`src/rtl/wave_cfg_pkg.sv`:
```
// Shared definitions for the wave_config register slave:
// register map, CTRL bit positions, apply states and register-set bundle.
package wave_cfg_pkg;

    localparam int DIV_W    = 12;
    localparam int PERIOD_W = 18;

    localparam logic [15:0] DIV_ADDR    = 16'd0;
    localparam logic [15:0] GAIN_ADDR   = 16'd1;
    localparam logic [15:0] PLOW_ADDR   = 16'd2;
    localparam logic [15:0] PHIGH_ADDR  = 16'd3;
    localparam logic [15:0] CTRL_ADDR   = 16'd4;
    localparam logic [15:0] STATUS_ADDR = 16'd5;

    localparam int CTRL_RUN   = 0;
    localparam int CTRL_APPLY = 1;
    localparam int CTRL_CLR   = 2;

    typedef enum logic [1:0] {
        IDLE    = 2'd0,
        PENDING = 2'd1,
        APPLY   = 2'd2
    } apply_state_t;

    typedef struct packed {
        logic [DIV_W-1:0]    div;
        logic [1:0]          gain;
        logic [PERIOD_W-1:0] period;
    } wave_regs_t;

endpackage

```
`src/rtl/wave_cfg_apply_fsm.sv`:
```
// Apply sequencer: defers a shadow->active transfer to a frame boundary
// while the engine runs, with a timeout that forces the transfer.
module wave_cfg_apply_fsm
    import wave_cfg_pkg::*;
#(
    parameter int TIMEOUT = 1048576
) (
    input  logic clk,
    input  logic rst,
    input  logic req,
    input  logic run,
    input  logic frame_done,
    output logic load,
    output logic busy,
    output logic timeout_set
);

    localparam int CNT_W = (TIMEOUT > 2) ? $clog2(TIMEOUT) : 1;
    localparam logic [CNT_W-1:0] LAST = CNT_W'(TIMEOUT - 1);

    apply_state_t     r_state;
    apply_state_t     w_next;
    logic [CNT_W-1:0] r_cnt;

    // State register
    always_ff @(posedge clk or posedge rst) begin
        if (rst) r_state <= IDLE;
        else     r_state <= w_next;
    end

    // Timeout counter: held at zero outside PENDING so it restarts on entry
    always_ff @(posedge clk or posedge rst) begin
        if (rst)                     r_cnt <= '0;
        else if (r_state == PENDING) r_cnt <= r_cnt + 1'b1;
        else                         r_cnt <= '0;
    end

    // Next-state and outputs; frame_done outranks the timeout
    always_comb begin
        w_next      = r_state;
        load        = 1'b0;
        timeout_set = 1'b0;
        busy        = (r_state != IDLE);
        case (r_state)
            IDLE: begin
                if (req) w_next = run ? PENDING : APPLY;
            end
            PENDING: begin
                if (frame_done) begin
                    w_next = APPLY;
                end else if (r_cnt == LAST) begin
                    w_next      = APPLY;
                    timeout_set = 1'b1;
                end else if (!run) begin
                    w_next = APPLY;
                end
            end
            APPLY: begin
                load   = 1'b1;
                w_next = IDLE;
            end
            default: w_next = IDLE;
        endcase
    end

endmodule

```
`src/rtl/wave_config.sv`:
```
// MCU-bus register slave holding shadow/active waveform settings.
// Optional readback path: define WAVE_CONFIG_READBACK_EN.
module wave_config
    import wave_cfg_pkg::*;
#(
    parameter int DATA_WIDTH    = 16,
    parameter int DIV_WIDTH     = DIV_W,
    parameter int COUNTER_WIDTH = PERIOD_W,
    parameter int TIMEOUT       = 1048576
) (
    input  logic                     clk,
    input  logic                     rst,
    input  logic                     en,
    input  logic                     addr_en,
    input  logic                     rd_en,
    input  logic                     wr_en,
    input  logic [DATA_WIDTH-1:0]    rd_data,
    output logic [DATA_WIDTH-1:0]    wr_data,
    input  logic                     frame_done,
    output logic [DIV_WIDTH-1:0]     div_out,
    output logic [1:0]               gain_ctrl_out,
    output logic [COUNTER_WIDTH-1:0] period_out,
    output logic                     run,
    output logic                     cfg_update,
    output logic                     busy,
    output logic                     timeout_flag
);

    localparam int HI_W = COUNTER_WIDTH - DATA_WIDTH;

    logic [DATA_WIDTH-1:0] r_addr;
    logic [DATA_WIDTH-1:0] r_staging;
    wave_regs_t            r_shadow;
    wave_regs_t            r_active;
    logic                  r_run;
    logic                  r_tflag;
    logic                  r_cfg_update;

    logic w_wr;
    logic w_ctrl_wr;
    logic w_run_nxt;
    logic w_req;
    logic w_load;
    logic w_busy;
    logic w_tset;

    assign w_wr      = en && rd_en;
    assign w_ctrl_wr = w_wr && (r_addr == CTRL_ADDR);
    assign w_run_nxt = w_ctrl_wr ? rd_data[CTRL_RUN] : r_run;
    assign w_req     = w_ctrl_wr && rd_data[CTRL_APPLY];

    wave_cfg_apply_fsm #(
        .TIMEOUT (TIMEOUT)
    ) u_fsm (
        .clk         (clk),
        .rst         (rst),
        .req         (w_req),
        .run         (w_run_nxt),
        .frame_done  (frame_done),
        .load        (w_load),
        .busy        (w_busy),
        .timeout_set (w_tset)
    );

    // Address latch; a same-cycle write still sees the old address
    always_ff @(posedge clk or posedge rst) begin
        if (rst)                r_addr <= '0;
        else if (en && addr_en) r_addr <= rd_data;
    end

    // Shadow register writes from the bus
    always_ff @(posedge clk or posedge rst) begin
        if (rst) begin
            r_shadow.div    <= DIV_WIDTH'(1);
            r_shadow.gain   <= 2'd0;
            r_shadow.period <= '0;
            r_staging       <= '0;
        end else if (w_wr) begin
            case (r_addr)
                DIV_ADDR:   r_shadow.div    <= rd_data[DIV_WIDTH-1:0];
                GAIN_ADDR:  r_shadow.gain   <= rd_data[1:0];
                PLOW_ADDR:  r_staging       <= rd_data;
                PHIGH_ADDR: r_shadow.period <= {rd_data[HI_W-1:0], r_staging};
                default:    ;
            endcase
        end
    end

    // Run enable and sticky timeout flag; a new timeout beats a clear
    always_ff @(posedge clk or posedge rst) begin
        if (rst) begin
            r_run   <= 1'b0;
            r_tflag <= 1'b0;
        end else begin
            r_run <= w_run_nxt;
            if (w_tset)
                r_tflag <= 1'b1;
            else if (w_ctrl_wr && rd_data[CTRL_CLR])
                r_tflag <= 1'b0;
        end
    end

    // Active set loads from shadow in the APPLY cycle
    always_ff @(posedge clk or posedge rst) begin
        if (rst) begin
            r_active.div    <= DIV_WIDTH'(1);
            r_active.gain   <= 2'd0;
            r_active.period <= '0;
            r_cfg_update    <= 1'b0;
        end else begin
            r_cfg_update <= w_load;
            if (w_load) r_active <= r_shadow;
        end
    end

`ifdef WAVE_CONFIG_READBACK_EN
    logic [DATA_WIDTH-1:0] r_wr_data;
    logic [DATA_WIDTH-1:0] w_rb;

    // Readback value selected by the latched address
    always_comb begin
        w_rb = '1;
        case (r_addr)
            DIV_ADDR:    w_rb = DATA_WIDTH'(r_active.div);
            GAIN_ADDR:   w_rb = DATA_WIDTH'(r_active.gain);
            PLOW_ADDR:   w_rb = r_active.period[DATA_WIDTH-1:0];
            PHIGH_ADDR:  w_rb = DATA_WIDTH'(r_active.period[COUNTER_WIDTH-1:DATA_WIDTH]);
            CTRL_ADDR:   w_rb = DATA_WIDTH'(r_run);
            STATUS_ADDR: w_rb = DATA_WIDTH'({w_busy, r_tflag, r_run});
            default:     w_rb = '1;
        endcase
    end

    // Readback register holds between strobes
    always_ff @(posedge clk or posedge rst) begin
        if (rst)              r_wr_data <= '0;
        else if (en && wr_en) r_wr_data <= w_rb;
    end

    assign wr_data = r_wr_data;
`else
    logic w_unused_wr_en;
    assign w_unused_wr_en = wr_en;
    assign wr_data        = '0;
`endif

    assign div_out       = r_active.div;
    assign gain_ctrl_out = r_active.gain;
    assign period_out    = r_active.period;
    assign run           = r_run;
    assign cfg_update    = r_cfg_update;
    assign busy          = w_busy;
    assign timeout_flag  = r_tflag;

endmodule

```
`config.mk`:
```
export PLATFORM = sky130hd
export DESIGN_NAME = wave_config
export DESIGN_NICKNAME = d
export VERILOG_FILES = /design/src/rtl/wave_cfg_pkg.sv /design/src/rtl/wave_cfg_apply_fsm.sv /design/src/rtl/wave_config.sv
export SDC_FILE = /design/constraint.sdc
export NUM_CORES = 1
export LEC_CHECK = 0
export BUFFER_PORTS_ARGS = -buffer_cell sky130_fd_sc_hd__clkbuf_2
export CAP_MARGIN = 25
export CORE_ASPECT_RATIO = 0.8
export CORE_MARGIN = 8
export CORE_UTILIZATION = 55
export DETAILED_ROUTE_END_ITERATION = 10
export GPL_TIMING_DRIVEN = 1
export HOLD_SLACK_MARGIN = 0.02
export PLACE_DENSITY = 0.84
export SLEW_MARGIN = 10
export SYNTH_ARGS = -nofsm -noshare
export SYNTH_HDL_FRONTEND = slang
export SYNTH_SLANG_ARGS = --single-unit
```
`constraint.sdc`:
```
create_clock -name clk -period 4.85 [get_ports clk]
set_input_delay 0.97 -clock clk [delete_from_list [all_inputs] [get_ports clk]]
set_output_delay 0.97 -clock clk [all_outputs]
set_load 0.05 [all_outputs]
```
; ---- Word-level counts from Yosys, hierarchy flattened
; Cells that the tools add are included.
[classes]
n_addsub = 1
n_eq_ne = 9
mux = 14
n_reduce_logical = 14
[op_table]
columns = operator, count
row1 = "equality test 16 x 2 -> 1 bit, second input constant", 2
row2 = "adder 20 x 1 -> 20 bit, second input constant", 1
row3 = "equality test 20 bit, second input constant", 1
row4 = 2-to-1 mux 20 bit, 1
row5 = "equality test 16 x 1 -> 1 bit, second input constant", 1
row6 = "equality test 16 x 3 -> 1 bit, second input constant", 1
row7 = logical NOT 16 bit, 1
row8 = 2-to-1 mux 2 bit, 5
row9 = AND reduction 2 bit, 5
row10 = 2-to-1 mux 1 bit, 7
row11 = logical AND 1 bit, 5
row12 = "!= test 4 bit, second input constant", 1
row13 = case mux 2 bit (2 select lines), 1
row14 = nonzero test 2 bit, 2
row15 = "equality test 2 x 1 -> 1 bit, second input constant", 1
row16 = "equality test 2 bit, second input constant", 1
row17 = logical NOT 2 bit, 1
row18 = "!= test 2 x 1 -> 1 bit, second input constant", 1
[totals]
regBits = 121
input_bits = 23
elab_cells = 51

; ---- Logic depth before layout (Yosys ltp)
; Gate-level depths: netlist of run 1.
[depth]
word_depth = 7
mapped_depth = 7
mapped_depth_nobuf = 6

; ---- Cells and area by module
; Synthesis of run 1 repeated with hierarchy kept, for this count alone.
[hier_totals]
hier_cells = 360
hier_area_um2 = 4993.5
[by_module_without_submodules]
columns = mod, instances, cells_each, area_each_um2
row1 = wave_config, 1, 246, 3898.7
row2 = wave_cfg_apply_fsm, 1, 114, 1094.8

; ---- Least setup slack after synthesis of run 1
; Ideal clock, no wire load.
[synth_path]
path_type = input -> register
startpoint = input port rd_en
endpoint = register r_staging[0]
setup_time_ns = 0.125
t_arrival_ns = 2.214
required_ns = 4.725
setup_slack_ns = 2.511
stages = 6
n_path_buf = 1
cell_sequence = and3b_1 -> and2b_2 -> nand2_4 -> nor3b_4 -> buf_8 -> mux2_4
[synth_between]
elab_chain_len = 2
[synth_lines]
columns = element, line_no
row1 = "start, declared", wave_config.sv:15  ; input logic rd_en,
row2 = logical AND 1 bit, wave_config.sv:47  ; assign w_wr = en && rd_en;
row3 = AND reduction 2 bit (no source line), n/a
row4 = "end signal, assigned", wave_config.sv:82  ; PLOW_ADDR: r_staging <= rd_data;
row5 = "end, declared", wave_config.sv:32  ; logic [DATA_WIDTH-1:0] r_staging;
; Every way passes these cells.
; A chain may end at the register's enable or synchronous reset.

; ---- Final worst setup path of run 1
[layout_path]
startpoint = register r_addr[5]
endpoint = register r_shadow[27] (netlist name)
[layout_between]
elab_chain_len = 2
[layout_lines]
columns = element, line_no
row1 = "start, declared", wave_config.sv:31  ; logic [DATA_WIDTH-1:0] r_addr;
row2 = "start signal, assigned", wave_config.sv:68  ; else if (en && addr_en) r_addr <= rd_data;
row3 = logical NOT 16 bit, wave_config.sv:79  ; case (r_addr)
row4 = AND reduction 2 bit (no source line), n/a
row5 = "end, declared", wave_config.sv:33  ; wave_regs_t r_shadow;
; Every way passes these cells.

==> flow_summary.toml, run 1 <==
[worst_hold_path]
hold_path_class = "input port to async pin"

[sta]
fmax_ghz = 0.387
max-slew-margin-rel = 0.309
period_needed_ns = 2.58
min_period_over_period = 0.532
tightestPinTransition_ns = 1.03
rsz0062_at_grt = "false"
holdWs_ns = 0.403
report.final.slew_viol_count = 0
skew_ns = 0.00738
setup_viol_count_final = 0
final.setup.tns_ns = 0
finalHoldViolCount = 0

[route]
drt_iter0_markers = 201
viasPerCell = 5.40
drcViolationCount = 0
final_antenna_net_count = 0
firstDrtPassIters = 4
routed_wl_um = 10100
via_count = 2955
wl_per_cell_um = 18.4

[pwr]
ir_drop_mv = 0.292
internal_power_w = 0.00201
power.share.combinational = 0.038
seqPwrFrac = 0.415
p_sw_w = 0.000518
total_leakage_power_nw = 3.00
powerDensity_mw_per_mm2 = 423
switching_share = 0.205
power_frac_clock = 0.547

[final_layout]
n_fill_cell = 610
drive_gt1_frac = 0.454
syn2layout_area_growth_pct = 20.5
antennaDiodeCount = 0
seq_area_mm2 = 0.00303
final_nets = 443
stdcell_count = 547
multi_input_area_mm2 = 0.00180

[global_route]
grt_max_degree = 63
antenna_found_initial = 0
overflow = 0
grt_pass1_vias = 3270
grt_use_total = 0.176
grt_pass1_wl_um = 16500

[worst_setup_path]
cp_num_buf_inv = 1
cp-start-kind = "flip-flop"
slowest_stage = "nor4_1"
cp_max_fo = 8
cp_cell_sequence = "nor4_1, and3_1, nand2_4, nor3_2, buf_6, mux2_2"
critical_path_required_ns = 5.13
cp-end-kind = "flip-flop"
reg2reg_depth = 6
critPathMaxStageDelay_ns = 0.49
endpoint = "r_shadow[27]"
startpoint = "r_addr[5]"
r2r-end = "r_shadow[27]"
crit_cells = 6
path_class = "flip-flop to flip-flop"
r2r_setup_slack_ns = 2.27
arrival_ns = 2.87
reg2reg_from = "r_addr[5]"
crit_family = "simple AND/OR/NAND/NOR gates"

[logic_synthesis]
ys_warn_count = 0
ys_ff_latch = 121
synth_top_cells_by_count = "dfrtp_1, mux2_2, nor2_1"
avgSynthCellArea_um2 = 14.1
synth.most_common_cell = "dfrtp_1"
syn_inst = 351
synth.distinct_cells = 38
synth_top_area_cell = "dfrtp_1"
synth_area_mm2 = 0.00497
synth_flop_cell = "dfrtp_1"
ys_seq_area_frac = 0.610
synthTopCellsByArea = "dfrtp_1, mux2_2, mux2_4"
synth_edf_count = 0
async_flop_share = 1.00
synth_top_area_share = 0.600

[clock_network]
cts_made_buffers = 17
cts_hold_buf = 0
numClockSinks = 121
htree_levels = 4
clock_path_buffers = 2
clkTransAtPathRegs_ns = 0.05
cts.root.buffer_cell = "clkbuf_16"
cts_resized = 0
cts_tree = "built"
clock_latency_ns = 0.40
cts_setup_buffers = 0

[floorplanning]
core_mm2 = 0.00892
die-area_mm2 = 0.0123
initial_utilization = 0.557
rows = 31
die_w_um = 122
fp.dieH_um = 101
ios = 75

[place]
post-dp-hpwl_um = 6500
io_buffer_count = 57
gp_congestion = 0.777
dpl.cell_count = 514

[job]
cap_viol_max_count = 0

[status]
status = "finished, final reports clean"
kinds of logic after synthesis:
kind of cell             count (synthesis)  synth area share
flip-flops                             121             0.610
multiplexers                            95             0.223
AND/OR/NAND/NOR                         74            0.0831
buffers and inverters                   33            0.0406
XOR/XNOR                                16            0.0282
AO/OA/AOI/OAI                           10            0.0118
adder cells (fa/ha/maj)                  1           0.00252
other                                    1          0.000755
cell usage in the layout (no fill, tap or decap), types with 4 or more instances in the layout:
cell	count
nand2_1	9
conb_1	16
and3_1	4
o21ai_0	4
nand4_1	7
xnor2_1	7
mux2_4	10
clkbuf_16	17
nor2_1	27
xor2_1	9
clkbuf_2	57
nand3_1	6
bufinv_16	5
dfrtp_1	119
inv_1	5
clkinv_2	4
mux2_2	84
routing by layer:
metal | vias up | wire [µm] | track usage
met3 | 18 | 634 | 0.0538
li1 | 1334 | - | -
met4 | 0 | 227 | 0.0776
met5 | - | 0 | 0
met2 | 88 | 4910 | 0.286
met1 | 1515 | 4310 | 0.211
how the worst min path moves through the flow:
| stage | endpoint | slack, ns | start |
|---|---|---|---|
| after global routing | period_out[13] | 0.40 | rst |
| after global placement | r_shadow[16] | 0.46 | r_shadow[16] |
| after CTS | period_out[13] | 0.39 | rst |
| after detailed placement | r_shadow[16] | 0.48 | r_shadow[16] |
| final | period_out[13] | 0.40 | rst |
| after floorplan | r_shadow[16] | 0.44 | r_shadow[16] |
cell type report:
cell class,instances,area share
Sequential cell,121,0.506
Multi-Input combinational cell,212,0.300
Clock buffer,20,0.0780
Timing Repair Buffer,61,0.0546
Clock inverter,12,0.0324
Tap cell,115,0.0240
Inverter,6,0.00418
stage by stage:
stage / instance area (µm²) / setup slack, ns / total power (W) / util
6_report: 5980 / 2.27 / 0.00253 / 0.671
5_1_grt: 5980 / 2.21 / 0.00261 / 0.671
4_1_cts: 5970 / 2.02 / 0.00255 / 0.669
3_5_place_dp: 5310 / 1.84 / 0.00116 / 0.595
3_3_place_gp: 5300 / 1.88 / 0.00116 / 0.594
2_1_floorplan: 5020 / 0.669 / 0.00114 / -
power groups by stage:
stage | clock, W | combinational [W] | sequential (W)
4_1_cts | 0.00140 | 0.0000977 | 0.00105
3_3_place_gp | 0 | 0.0000939 | 0.00106
5_1_grt | 0.00145 | 0.000106 | 0.00105
3_5_place_dp | 0 | 0.0000969 | 0.00107
6_report | 0.00138 | 0.0000968 | 0.00105
2_1_floorplan | 0 | 0.0000809 | 0.00106
registers in the layout, summed over array words and instances (netlist names):
register       count
period_out        18
run                1
r_shadow          32
gain_ctrl_out      2
div_out           12
u_fsm.r_cnt       20
r_staging         16
u_fsm.r_state      2
timeout_flag       1
cfg_update         1
r_addr            16
Note: power is estimated with default switching activity, not from simulation.
==> run 2: changes to the inputs <==
- clock period: 4.85 -> 2.7 ns (I/O delays scaled with it)
==> run 2 against run 1 <==
Maximum frequency increased by 8.4%. Clock-buffer cell count increased by 4. First-iteration DRC count increased by 4.5%. Register-to-register slack got worse by 2.0 ns. Power increased by 65%. Combinational power increased by 81%. Wire length decreased by 2.3%. Via count decreased by 1.6%. Worst setup slack got worse by 2.0 ns. Sequential power increased by 80%. Final cell count increased by 0.18%. Critical endpoint is now r_shadow[19]. Highest routed layer unchanged.
==> flow_summary.toml, run 2 (synthesis gave the netlist of run 1 again) <==
[global_route]
grt_max_degree = 122
grt_pass1_vias = 3234
grt_use_total = 0.173
overflow = 0
grt_pass1_wl_um = 16300
antenna_found_initial = 0

[worst_setup_path]
cp-start-kind = "flip-flop"
critical_path_required_ns = 2.98
path_class = "flip-flop to flip-flop"
cp-end-kind = "flip-flop"
cp_max_fo = 5
arrival_ns = 2.67

[floorplanning]
initial_utilization = 0.557
fp.dieH_um = 101
rows = 31
die_w_um = 122
core_mm2 = 0.00892
die-area_mm2 = 0.0123
ios = 75

[final_layout]
seq_area_mm2 = 0.00303
largest_reg_flops = 32
syn2layout_area_growth_pct = 18.8
final_nets = 445
layout_common_cells = "dfrtp_1, mux2_2, clkbuf_2"
multi_input_area_mm2 = 0.00180
stdcell_count = 548
top_register = "r_shadow"
layout_commonest_cell = "dfrtp_1"
antennaDiodeCount = 0
n_fill_cell = 633
drive_gt1_frac = 0.448

[sta]
fmax_ghz = 0.420
report.final.slew_viol_count = 0
rsz0062_at_grt = "false"
period_needed_ns = 2.38
tightestPinTransition_ns = 0.799
skew_ns = 0.00706
final.setup.tns_ns = 0
max-slew-margin-rel = 0.467
finalHoldViolCount = 0
min_period_over_period = 0.882
timing.final.ws_setup_ns = 0.317
setup_viol_count_final = 0

[place]
dp_slack_ns = 0.456
post-dp-hpwl_um = 6350
dpl.cell_count = 517
gp_congestion = 0.745
io_buffer_count = 57

[clock_network]
cts_setup_buffers = 0
clock_latency_ns = 0.40
cts_made_buffers = 17
cts_resized = 0
cts_hold_buf = 0
cts_tree = "built"
clkTransAtPathRegs_ns = 0.05
cts.root.buffer_cell = "clkbuf_16"
numClockSinks = 121
clock_path_buffers = 2
htree_levels = 4

[pwr]
ir_drop_mv = 0.387
total_leakage_power_nw = 2.96
powerDensity_mw_per_mm2 = 706

[route]
drcViolationCount = 0
routed_wl_um = 9840
final_antenna_net_count = 0
viasPerCell = 5.30
via_count = 2907
wl_per_cell_um = 18.0
firstDrtPassIters = 4
drt_iter0_markers = 210

[job]
cap_viol_max_count = 0

[worst_hold_path]
hold_path_class = "input port to async pin"

[status]
status = "finished, final reports clean"
## run 2: cell types whose count changed in the layout (fill, tap and decap cells not counted)
cell	change
buf_12	+1
buf_4	+3
buf_6	-1
buf_8	-1
bufinv_16	-4
clkbuf_1	+3
clkbuf_8	+1
clkinv_2	-1
clkinvlp_4	+2
inv_4	-1
inv_6	-1
## run 2: layout make-up
type,count,area share
multi-input cells,212,0.305
repair buffers,63,0.0581
inverters,6,0.00445
clock inverters,7,0.0115
clock buffers,24,0.0833
flip-flops and latches,121,0.514
well taps,115,0.0244
## run 2: report_power, final
group | leakage, nW | total [W] | switching [W] | internal (W)
clock | 0.268 | 0.00211 | 0.000753 | 0.00135
combinational | 1.04 | 0.000175 | 0.000121 | 0.0000541
sequential | 1.65 | 0.00189 | 0.0000309 | 0.00186
## run 2: worst max-delay path: stages, from the launching register on
cell	delay, ns
dfrtp_1	0.38
nor4_1	0.45
and3_1	0.43
nand2_4	0.11
nor3b_1	0.49
mux2_2	0.40
## run 2: stage by stage
step                 util  total power (W)  cell area, µm²  hold slack (ns)
finish              0.661          0.00417            5900            0.291
global route        0.661          0.00430            5900            0.359
CTS                 0.661          0.00419            5900            0.339
detailed placement  0.599          0.00209            5340            0.484
global placement    0.599          0.00208            5340            0.463
floorplan               -          0.00205            5030            0.444
## run 2: final timing paths
check | cells past startpoint | to | slack [ns] | startpoint
max in group asynchronous | 3 | r_addr[2] | 1.92 | rst
max | 5 | r_shadow[19] | 0.32 | r_addr[5]
min | 3 | period_out[13] | 0.29 | rst
min reg2reg | 1 | u_fsm.r_cnt[0] | 0.50 | u_fsm.r_cnt[0]
min in group clk | 2 | r_staging[12] | 0.39 | rd_data[12]
max reg2reg | 5 | r_shadow[19] | 0.32 | r_addr[5]
## run 2: routing by layer
metal	wire, µm	global-route usage
met1	4340	0.206
met5	0	0
met3	503	0.0599
met4	133	0.0626
met2	4870	0.284
==> run 3: changes to the inputs <==
--- a/config.mk
+++ b/config.mk
@@ -13,5 +13,6 @@
 export DETAILED_ROUTE_END_ITERATION = 10
-export GPL_TIMING_DRIVEN = 1
+export GPL_TIMING_DRIVEN = 0
 export HOLD_SLACK_MARGIN = 0.02
 export PLACE_DENSITY = 0.84
+export SETUP_SLACK_MARGIN = 0.4
 export SLEW_MARGIN = 10
--- a/constraint.sdc
+++ b/constraint.sdc
@@ -3,2 +3,2 @@
 set_output_delay 0.54 -clock clk [all_outputs]
-set_load 0.05 [all_outputs]
+set_load 0.005 [all_outputs]
==> run 3 against run 2 <==
Final area rose by 4.6%. Sequential cell count did not move. Non-clock buffer count increased by 25. First-iteration DRC count fell by 15%. Combinational power decreased by 9%. Core utilization up 3.0 points. Largest power group unchanged. Highest routed layer unchanged.
==> flow_summary.toml, run 3 (synthesis gave the netlist of run 1 again) <==
[worst_setup_path]
cp-end-kind = "flip-flop"
crit_family = "simple AND/OR/NAND/NOR gates"
cp-start-kind = "flip-flop"
crit_cells = 7
arrival_ns = 2.58
critPathMaxStageDelay_ns = 0.40
r2r_setup_slack_ns = 0.42
reg2reg_from = "r_addr[5]"
endpoint = "r_shadow[27]"
cp_max_fo = 10
reg2reg_depth = 7
slowest_stage = "dfrtp_1"
cp_cell_sequence = "nor4_2, and3_1, clkbuf_4, nand2_4, nor3_2, buf_6, mux2_2"
startpoint = "r_addr[5]"
path_class = "flip-flop to flip-flop"
r2r-end = "r_shadow[27]"
cp_num_buf_inv = 2
critical_path_required_ns = 2.99

[global_route]
grt_max_degree = 42
overflow = 0
grt_use_total = 0.189
grt_pass1_vias = 3272
antenna_found_initial = 0
grt_pass1_wl_um = 17400

[floorplanning]
rows = 31
core_mm2 = 0.00892
die-area_mm2 = 0.0123
ios = 75
die_w_um = 122
initial_utilization = 0.557
fp.dieH_um = 101

[place]
post-dp-hpwl_um = 7080
placed_area_mm2 = 0.00552
gp_congestion = 0.777
io_buffer_count = 57

[sta]
skew_ns = 0.00890
period_needed_ns = 2.28
rsz0062_at_grt = "true"
fmax_ghz = 0.438
final.setup.tns_ns = 0
tightestPinTransition_ns = 0.744
min_period_over_period = 0.846
setup_viol_count_final = 0
finalHoldViolCount = 0
report.final.slew_viol_count = 0
holdWs_ns = 0.188
max-slew-margin-rel = 0.504

[final_layout]
layout_common_cells = "dfrtp_1, mux2_2, clkbuf_2"
utilization = 0.692
seq_area_mm2 = 0.00303
final_nets = 470
syn2layout_area_growth_pct = 24.3
layout_commonest_cell = "dfrtp_1"
antennaDiodeCount = 0
n_fill_cell = 583
drive_gt1_frac = 0.468
multi_input_area_mm2 = 0.00180
design_area_mm2 = 0.00617
top_register = "r_shadow"
largest_reg_flops = 32

[route]
routed_wl_um = 10800
drt_iter0_markers = 178
wl_per_cell_um = 18.8
via_count = 3056
final_antenna_net_count = 0
viasPerCell = 5.32
firstDrtPassIters = 4
drcViolationCount = 0

[pwr]
total_leakage_power_nw = 3.10
ir_drop_mv = 0.372
powerDensity_mw_per_mm2 = 719
switching_share = 0.206
power.share.combinational = 0.036
seqPwrFrac = 0.427
p_sw_w = 0.000916
power_frac_clock = 0.537
internal_power_w = 0.00352

[clock_network]
htree_levels = 4
cts.root.buffer_cell = "clkbuf_16"
cts_tree = "built"
clock_latency_ns = 0.41
clkTransAtPathRegs_ns = 0.06
clock_path_buffers = 2
cts_made_buffers = 17
numClockSinks = 121

[status]
status = "finished, final reports clean"

[job]
cap_viol_max_count = 0

[worst_hold_path]
hold_path_class = "input port to async pin"
## run 3: cell count changes in the layout (fill, tap and decap cells not counted), sizes merged
cell and change:
clkbuf +5, clkinv +1, buf +17, bufinv +3
## run 3: worst min-delay path by stage
stage,from,end,cells after the start
after floorplan,r_shadow[16],r_shadow[16],2
after detailed placement,r_shadow[24],div_out[4],1
after global routing,rst,r_shadow[13],2
after CTS,rst,u_fsm.r_cnt[13],2
after global placement,r_shadow[16],r_shadow[16],2
final,rst,r_staging[15],2
## run 3: power groups by stage
stage	sequential [W]	combinational [W]	clock [W]
4_1_cts	0.00189	0.000160	0.00241
5_1_grt	0.00190	0.000177	0.00250
3_3_place_gp	0.00191	0.000140	0
3_5_place_dp	0.00192	0.000157	0
6_report	0.00189	0.000160	0.00239
2_1_floorplan	0.00191	0.000101	0
## run 3: worst register-to-register path: stages (launching register included)
cell      delay [ns]
dfrtp_1         0.40
nor4_2          0.39
and3_1          0.21
clkbuf_4        0.19
nand2_4         0.09
nor3_2          0.31
buf_6           0.23
mux2_2          0.36
## run 3: layer usage
metal / wire length [µm] / track usage / vias to the layer above
li1: - / - / 1379
met3: 628 / 0.0622 / 16
met4: 226 / 0.0907 / 0
met2: 5330 / 0.303 / 95
met1: 4600 / 0.226 / 1566
met5: 0 / 0 / -
## run 3: cell type report
type                       instances  area share
timing repair buffer              61      0.0572
clock inverter                    11      0.0276
buffer                            27      0.0300
clock buffer                      21      0.0746
sequential                       121       0.491
inverter                           6     0.00426
multi-input combinational        212       0.292
tap                              115      0.0233
## run 3: repair_timing
| item | in CTS | in global routing |
|---|---|---|
| endpoints found under the setup margin | 28 | 11 |
| endpoints found under the hold margin | 0 | 0 |
| buffers inserted | 1 | 0 |
| gates resized for setup | 2 | 2 |
| hold buffers | 0 | 0 |
| pin swaps | 1 | 0 |
## run 3: stage by stage
stage / setup slack [ns] / total power (W) / instances
floorplan: 0.678 / 0.00201 / 366
detailed placement: 0.255 / 0.00207 / 541
global placement: 0.0275 / 0.00205 / 538
finish: 0.415 / 0.00444 / 574
CTS: 0.435 / 0.00446 / 574
global route: 0.343 / 0.00458 / 574
